--- config.mk ---
export PLATFORM = sky130hd
export DESIGN_NAME = match_window_monitor
export DESIGN_NICKNAME = d
export VERILOG_FILES = /design/src/rtl/match_window_monitor.sv
export SDC_FILE = /design/constraint.sdc
export NUM_CORES = 1
export LEC_CHECK = 0
export ABC_CLOCK_PERIOD_IN_PS = 7100
export CAP_MARGIN = 20
export CELL_PAD_IN_SITES_DETAIL_PLACEMENT = 1
export CELL_PAD_IN_SITES_GLOBAL_PLACEMENT = 1
export CORE_ASPECT_RATIO = 1.1
export CORE_MARGIN = 5
export CORE_UTILIZATION = 44
export CTS_BUF_LIST = sky130_fd_sc_hd__clkbuf_4 sky130_fd_sc_hd__clkbuf_8
export DETAILED_ROUTE_END_ITERATION = 12
export PLACE_DENSITY_LB_ADDON = 0.1
export SYNTH_ARGS = -nofsm -noshare
export SYNTH_HDL_FRONTEND = slang
export SYNTH_SLANG_ARGS = --single-unit
--- constraint.sdc ---
create_clock -name clk -period 7.1 [get_ports clk]
set_input_delay 1.775 -clock clk [delete_from_list [all_inputs] [get_ports clk]]
set_output_delay 1.775 -clock clk [all_outputs]
set_load 0.05 [all_outputs]
--- src/rtl/match_window_monitor.sv ---
// match_window_monitor: splits the valid sample stream into WINDOW-sample windows,
// reports the match-count delta of each completed window through a one-entry
// valid/ready buffer, flags high-rate windows and counts results lost to back-pressure.
module match_window_monitor #(
   parameter int unsigned WINDOW = 16,  // valid samples per window (2..255)
   parameter int unsigned THRESH = 8    // rate_high when delta >= THRESH
) (
   input  logic        clk,
   input  logic        rst,
   input  logic        valid_in,
   input  logic [15:0] match_count_in,
   output logic        out_valid,
   input  logic        out_ready,
   output logic [15:0] window_matches,
   output logic [7:0]  window_id,
   output logic        rate_high,
   output logic [7:0]  drop_count
);

   localparam logic StInit = 1'b0;
   localparam logic StRun  = 1'b1;

   localparam logic [7:0]  LastSc   = 8'(WINDOW - 1);
   localparam logic [15:0] ThreshV  = 16'(THRESH);

   logic        state_q, state_d;
   logic [15:0] baseline_q, baseline_d;
   logic [7:0]  sc_q, sc_d;
   logic [7:0]  completion_id_q, completion_id_d;
   logic        out_valid_q, out_valid_d;
   logic [15:0] window_matches_q, window_matches_d;
   logic [7:0]  window_id_q, window_id_d;
   logic        rate_high_q, rate_high_d;
   logic [7:0]  drop_count_q, drop_count_d;

   logic        complete;
   logic        transfer;
   logic [15:0] delta;

   // Window completion, modular delta and buffer handshake decode
   always_comb begin
      complete = valid_in && (state_q == StRun) && (sc_q == LastSc);
      transfer = out_valid_q && out_ready;
      // Modular subtraction keeps the count correct across a 65535->0 wrap
      delta    = match_count_in - baseline_q;
   end

   // Sampling state machine: baseline capture and per-window sample counting
   always_comb begin
      state_d         = state_q;
      baseline_d      = baseline_q;
      sc_d            = sc_q;
      completion_id_d = completion_id_q;
      if (valid_in) begin
         if (state_q == StInit) begin
            baseline_d = match_count_in;
            sc_d       = 8'd0;
            state_d    = StRun;
         end else if (complete) begin
            baseline_d      = match_count_in;
            sc_d            = 8'd0;
            completion_id_d = completion_id_q + 8'd1;
         end else begin
            sc_d = sc_q + 8'd1;
         end
      end
   end

   // One-entry result buffer: load when empty or draining, otherwise drop
   always_comb begin
      out_valid_d      = out_valid_q;
      window_matches_d = window_matches_q;
      window_id_d      = window_id_q;
      rate_high_d      = rate_high_q;
      drop_count_d     = drop_count_q;
      if (complete && (!out_valid_q || out_ready)) begin
         out_valid_d      = 1'b1;
         window_matches_d = delta;
         window_id_d      = completion_id_q;
         rate_high_d      = (delta >= ThreshV);
      end else if (complete) begin
         if (drop_count_q != 8'hff) begin
            drop_count_d = drop_count_q + 8'd1;
         end
      end else if (transfer) begin
         out_valid_d = 1'b0;
      end
   end

   // State registers with synchronous reset
   always_ff @(posedge clk) begin
      if (rst) begin
         state_q          <= StInit;
         baseline_q       <= 16'd0;
         sc_q             <= 8'd0;
         completion_id_q  <= 8'd0;
         out_valid_q      <= 1'b0;
         window_matches_q <= 16'd0;
         window_id_q      <= 8'd0;
         rate_high_q      <= 1'b0;
         drop_count_q     <= 8'd0;
      end else begin
         state_q          <= state_d;
         baseline_q       <= baseline_d;
         sc_q             <= sc_d;
         completion_id_q  <= completion_id_d;
         out_valid_q      <= out_valid_d;
         window_matches_q <= window_matches_d;
         window_id_q      <= window_id_d;
         rate_high_q      <= rate_high_d;
         drop_count_q     <= drop_count_d;
      end
   end

   // Drive outputs straight from the buffer registers
   always_comb begin
      out_valid      = out_valid_q;
      window_matches = window_matches_q;
      window_id      = window_id_q;
      rate_high      = rate_high_q;
      drop_count     = drop_count_q;
   end

endmodule

==> impl_results.md <==
- Status: complete, no violations
- Slowest cell delay on critical path: 0.42 ns
- Tot Pwr: approximately 900 uW
- Worst hold path type: register to register
- Die Wd: ~94 um
- Placed insts: between 500 and 600
- Total Routed Length: 8870 um
- Ys Warns: 0
- Largest family of logic cells by synthesized area: simple AND/OR/NAND/NOR gates
- Critical path buffers and inverters: 3
- Placer Congestion: roughly 0.83
- Drt pass-1 iters: 4
- RSZ-0062 raised after global routing: false
- Height of the die: approximately 100 um
- CTS max path bufs: 2
- DRT iter0 DRCs: 64
- First-pass GRT wire length: around 15,000 um
- Startpoint Class: input pin
- Layout area overhead: 24.5%
- Clk sink count: between 60 and 70
- Worst VDD drop: ~0.096 mV
- Resized cells post-CTS: 0
- Post-route cell area: approximately 4300 um2
- Gate Count Post-Synth: 425
- Predominant post-synthesis flop cell: dfxtp_1
- EDFF count, synth: 0
- Library cells used by synthesis: between 50 and 60
- Multiplexer share of the synthesized area: 0.0146
- Fin crit period: 4.31 ns
- Slew @ Worst Pin: 0.931 ns
- # setup viols final: 0
- GRT overflow: 0
- Seq cells post-synth: 67
- Async set-or-reset flop fraction in the synthesized netlist: 0
- CP arrival: around 4.5 ns
- Synth Area in Adders: 0.0717
- Worst-skew pair later-pin latency: 0.34 ns
- Critical Path, Cell by Cell: clkdlybuf4s50_1, inv_1, ha_1, inv_1, fa_1, a211oi_1, o21a_1, o21a_1, o311ai_1, nor4_1, nand4_1, nor4b_2, a21oi_1
- Worst path required time: between 7 and 8 ns
- Total negative slack: 0 ns
- Pwr dens: ~210 nW/um2
- Final Core Density: 0.567
- Post-DRT Antenna Nets: 0
- Fraction of layout cells with a size suffix above 1: 0.0608
- Fin cells: between 500 and 600
- Post-Synth Simple-Gate Area: 0.251
- GRT Total Usage: 0.195
- Htree depth: 3
- Final hold violation count: 0
- Register area share after synthesis: 0.392
- Post-layout nets: between 500 and 600
- Crit. End Element: register
- Worst-path clk slew: roughly 0.080 ns
- CTS tree: built
- Clock skew: 0.0138 ns
- Syn Nets: ~460
- Lkg Pwr: approximately 1.5 nW
- Clock root cell: clkbuf_8
- Fin. max-slew vios: 0
- Core ar.: around 7500 um2
- Initial antenna violation count: 0
- Row cnt: 33
- Starting Density: 0.455
- WS Path Type: input pin to register
- Placed Area: around 4000 um2
- DR DRC count: 0
- Vias in the first global route: 3,242
- Synth Area in Compound Gates: 0.163
- Syn Area/Cell: 8.05 um2
- Largest net degree at the start of global routing: 68
- Slowest-stage cell, CP: clkdlybuf4s50_1
- Number of vias per cell: about 5.3
- Max-cap violations: 0
- Routed wire per std cell: between 15 and 20 um
- Crit-path max FO: 3
- I/O pins: 54
- Ant. Diodes: 0
- Setup bufs post-CTS: 0
- Hold-fix buffers, CTS: 0
- Worst slew margin: 0.379
- Mapped Area: about 3400 um2
- Post-DP HPWL: approximately 6300 um
- Die area: between 9000 and 10,000 um2
- XOR/XNOR Fraction of Synth Area: 0.0691
- Vias: 3,088
- Port bufs: between 50 and 60
- Maximum clock frequency: around 230 MHz
- Final worst-path cycle share: 0.607
- CTS buffer count: 9
- CP top delay family: compound AO/OA/AOI/OAI gates
## flip-flops by register name, indices dropped and copies added (netlist names)
register and flops:
baseline_q 16, completion_id_q 8, drop_count 8, out_valid 1
rate_high 1, sc_q 8, state_q 1, window_id 8
window_matches 16
## metrics by stage
stage | hold slack, ns | setup slack [ns]
after detailed placement | 0.445 | 2.46
after CTS | 0.456 | 2.81
final | 0.450 | 2.79
after global routing | 0.481 | 2.52
after floorplan | 0.436 | 3.19
after global placement | 0.441 | 2.57
## where the power goes
part	internal [mW]	leakage, nW	total, mW	switching (mW)
Sequential	0.382	0.542	0.386	0.00399
Clock	0.233	0.115	0.388	0.156
Combinational	0.0528	0.839	0.128	0.0750
Total	0.667	1.50	0.902	0.235
## worst register-to-register path: stages (launching register included)
cell and delay, ns:
dfxtp_1 0.40, ha_1 0.22, and4_1 0.32, nand4b_1 0.17
nor2_2 0.62, o211ai_1 0.19, nor4_1 0.21, nand4_1 0.15
nor4b_2 0.24, a21oi_1 0.09
## cells in the mapped netlist, types with 2 or more instances
cell	instances	share of area
nand2_1	74	0.081
dfxtp_1	67	0.39
a21oi_1	53	0.078
nor2_1	39	0.043
ha_1	18	0.066
inv_1	18	0.020
clkbuf_1	15	0.016
nor3_1	14	0.020
xnor2_1	14	0.036
xor2_1	13	0.033
nand4_1	8	0.015
o21ai_0	8	0.012
nand3_1	7	0.010
o21a_1	7	0.015
o21ai_1	6	0.0088
and3_1	5	0.0091
mux2i_1	5	0.015
or3_1	5	0.0091
a211oi_1	4	0.0088
nand2b_1	3	0.0055
nor2b_1	3	0.0055
nor4_1	3	0.0055
o21bai_1	3	0.0066
and4_1	2	0.0051
nand3b_1	2	0.0044
o2111ai_1	2	0.0051
o31a_1	2	0.0051
## cells in the final DEF (no fill, tap or decap), drive strengths merged, types with 2 or more instances in the layout
master	netlist	final
xnor2	14	14
nand3b	2	2
clkdlybuf4s50	0	52
nor4	4	4
nor2b	3	3
and4	2	2
buf	2	2
nand2b	3	3
a211oi	4	4
dfxtp	67	67
or3	6	6
bufinv	0	3
mux2i	5	5
nor2	40	40
o21a	7	7
nor3	15	15
o2111ai	3	3
and3	5	5
clkinv	0	2
inv	18	18
ha	18	18
xor2	13	13
o21bai	3	3
o21ai	14	14
nand4	8	8
nand3	8	8
o31a	2	2
clkbuf	15	9
a21oi	54	54
nand2	75	75
## path summary, 6_finish.rpt
check	startpoint	end	slack, ns	cells past startpoint
hold / removal	window_id[3]$_SDFFE_PP0P_	window_id[3]$_SDFFE_PP0P_	0.45	2
setup / recovery	match_count_in[0]	rate_high$_SDFFE_PP0P_	2.79	13
setup reg to reg	sc_q[0]$_SDFFE_PP0P_	rate_high$_SDFFE_PP0P_	4.35	9
hold reg to reg	window_id[3]$_SDFFE_PP0P_	window_id[3]$_SDFFE_PP0P_	0.45	2
## area by class of cell
type                            instances  area [um2]
Sequential cell                        67        1340
Clock inverter                          6         115
Clock buffer                            9         124
Fill cell                             935        3260
Timing Repair Buffer                   54         533
Tap cell                              105         131
Inverter                               18        67.6
Multi-Input combinational cell        323        1950
## cells by family after synthesis
family	after synthesis
fa+ha+maj	19
flops	67
buf+inv	35
mux	5
simple gates	178
compound gates	94
xor+xnor	27
## layer usage
layer  track usage  share of wire  up-vias  wire length (um)
met3        0.0390          0.030        6               264
met1         0.249           0.47     1478              4200
li1              -              -     1559                 -
met2         0.335           0.49       45              4310
met4        0.0544         0.0098        0                87
met5             0              0        -                 0
Note: power is estimated with default switching activity, not from simulation.
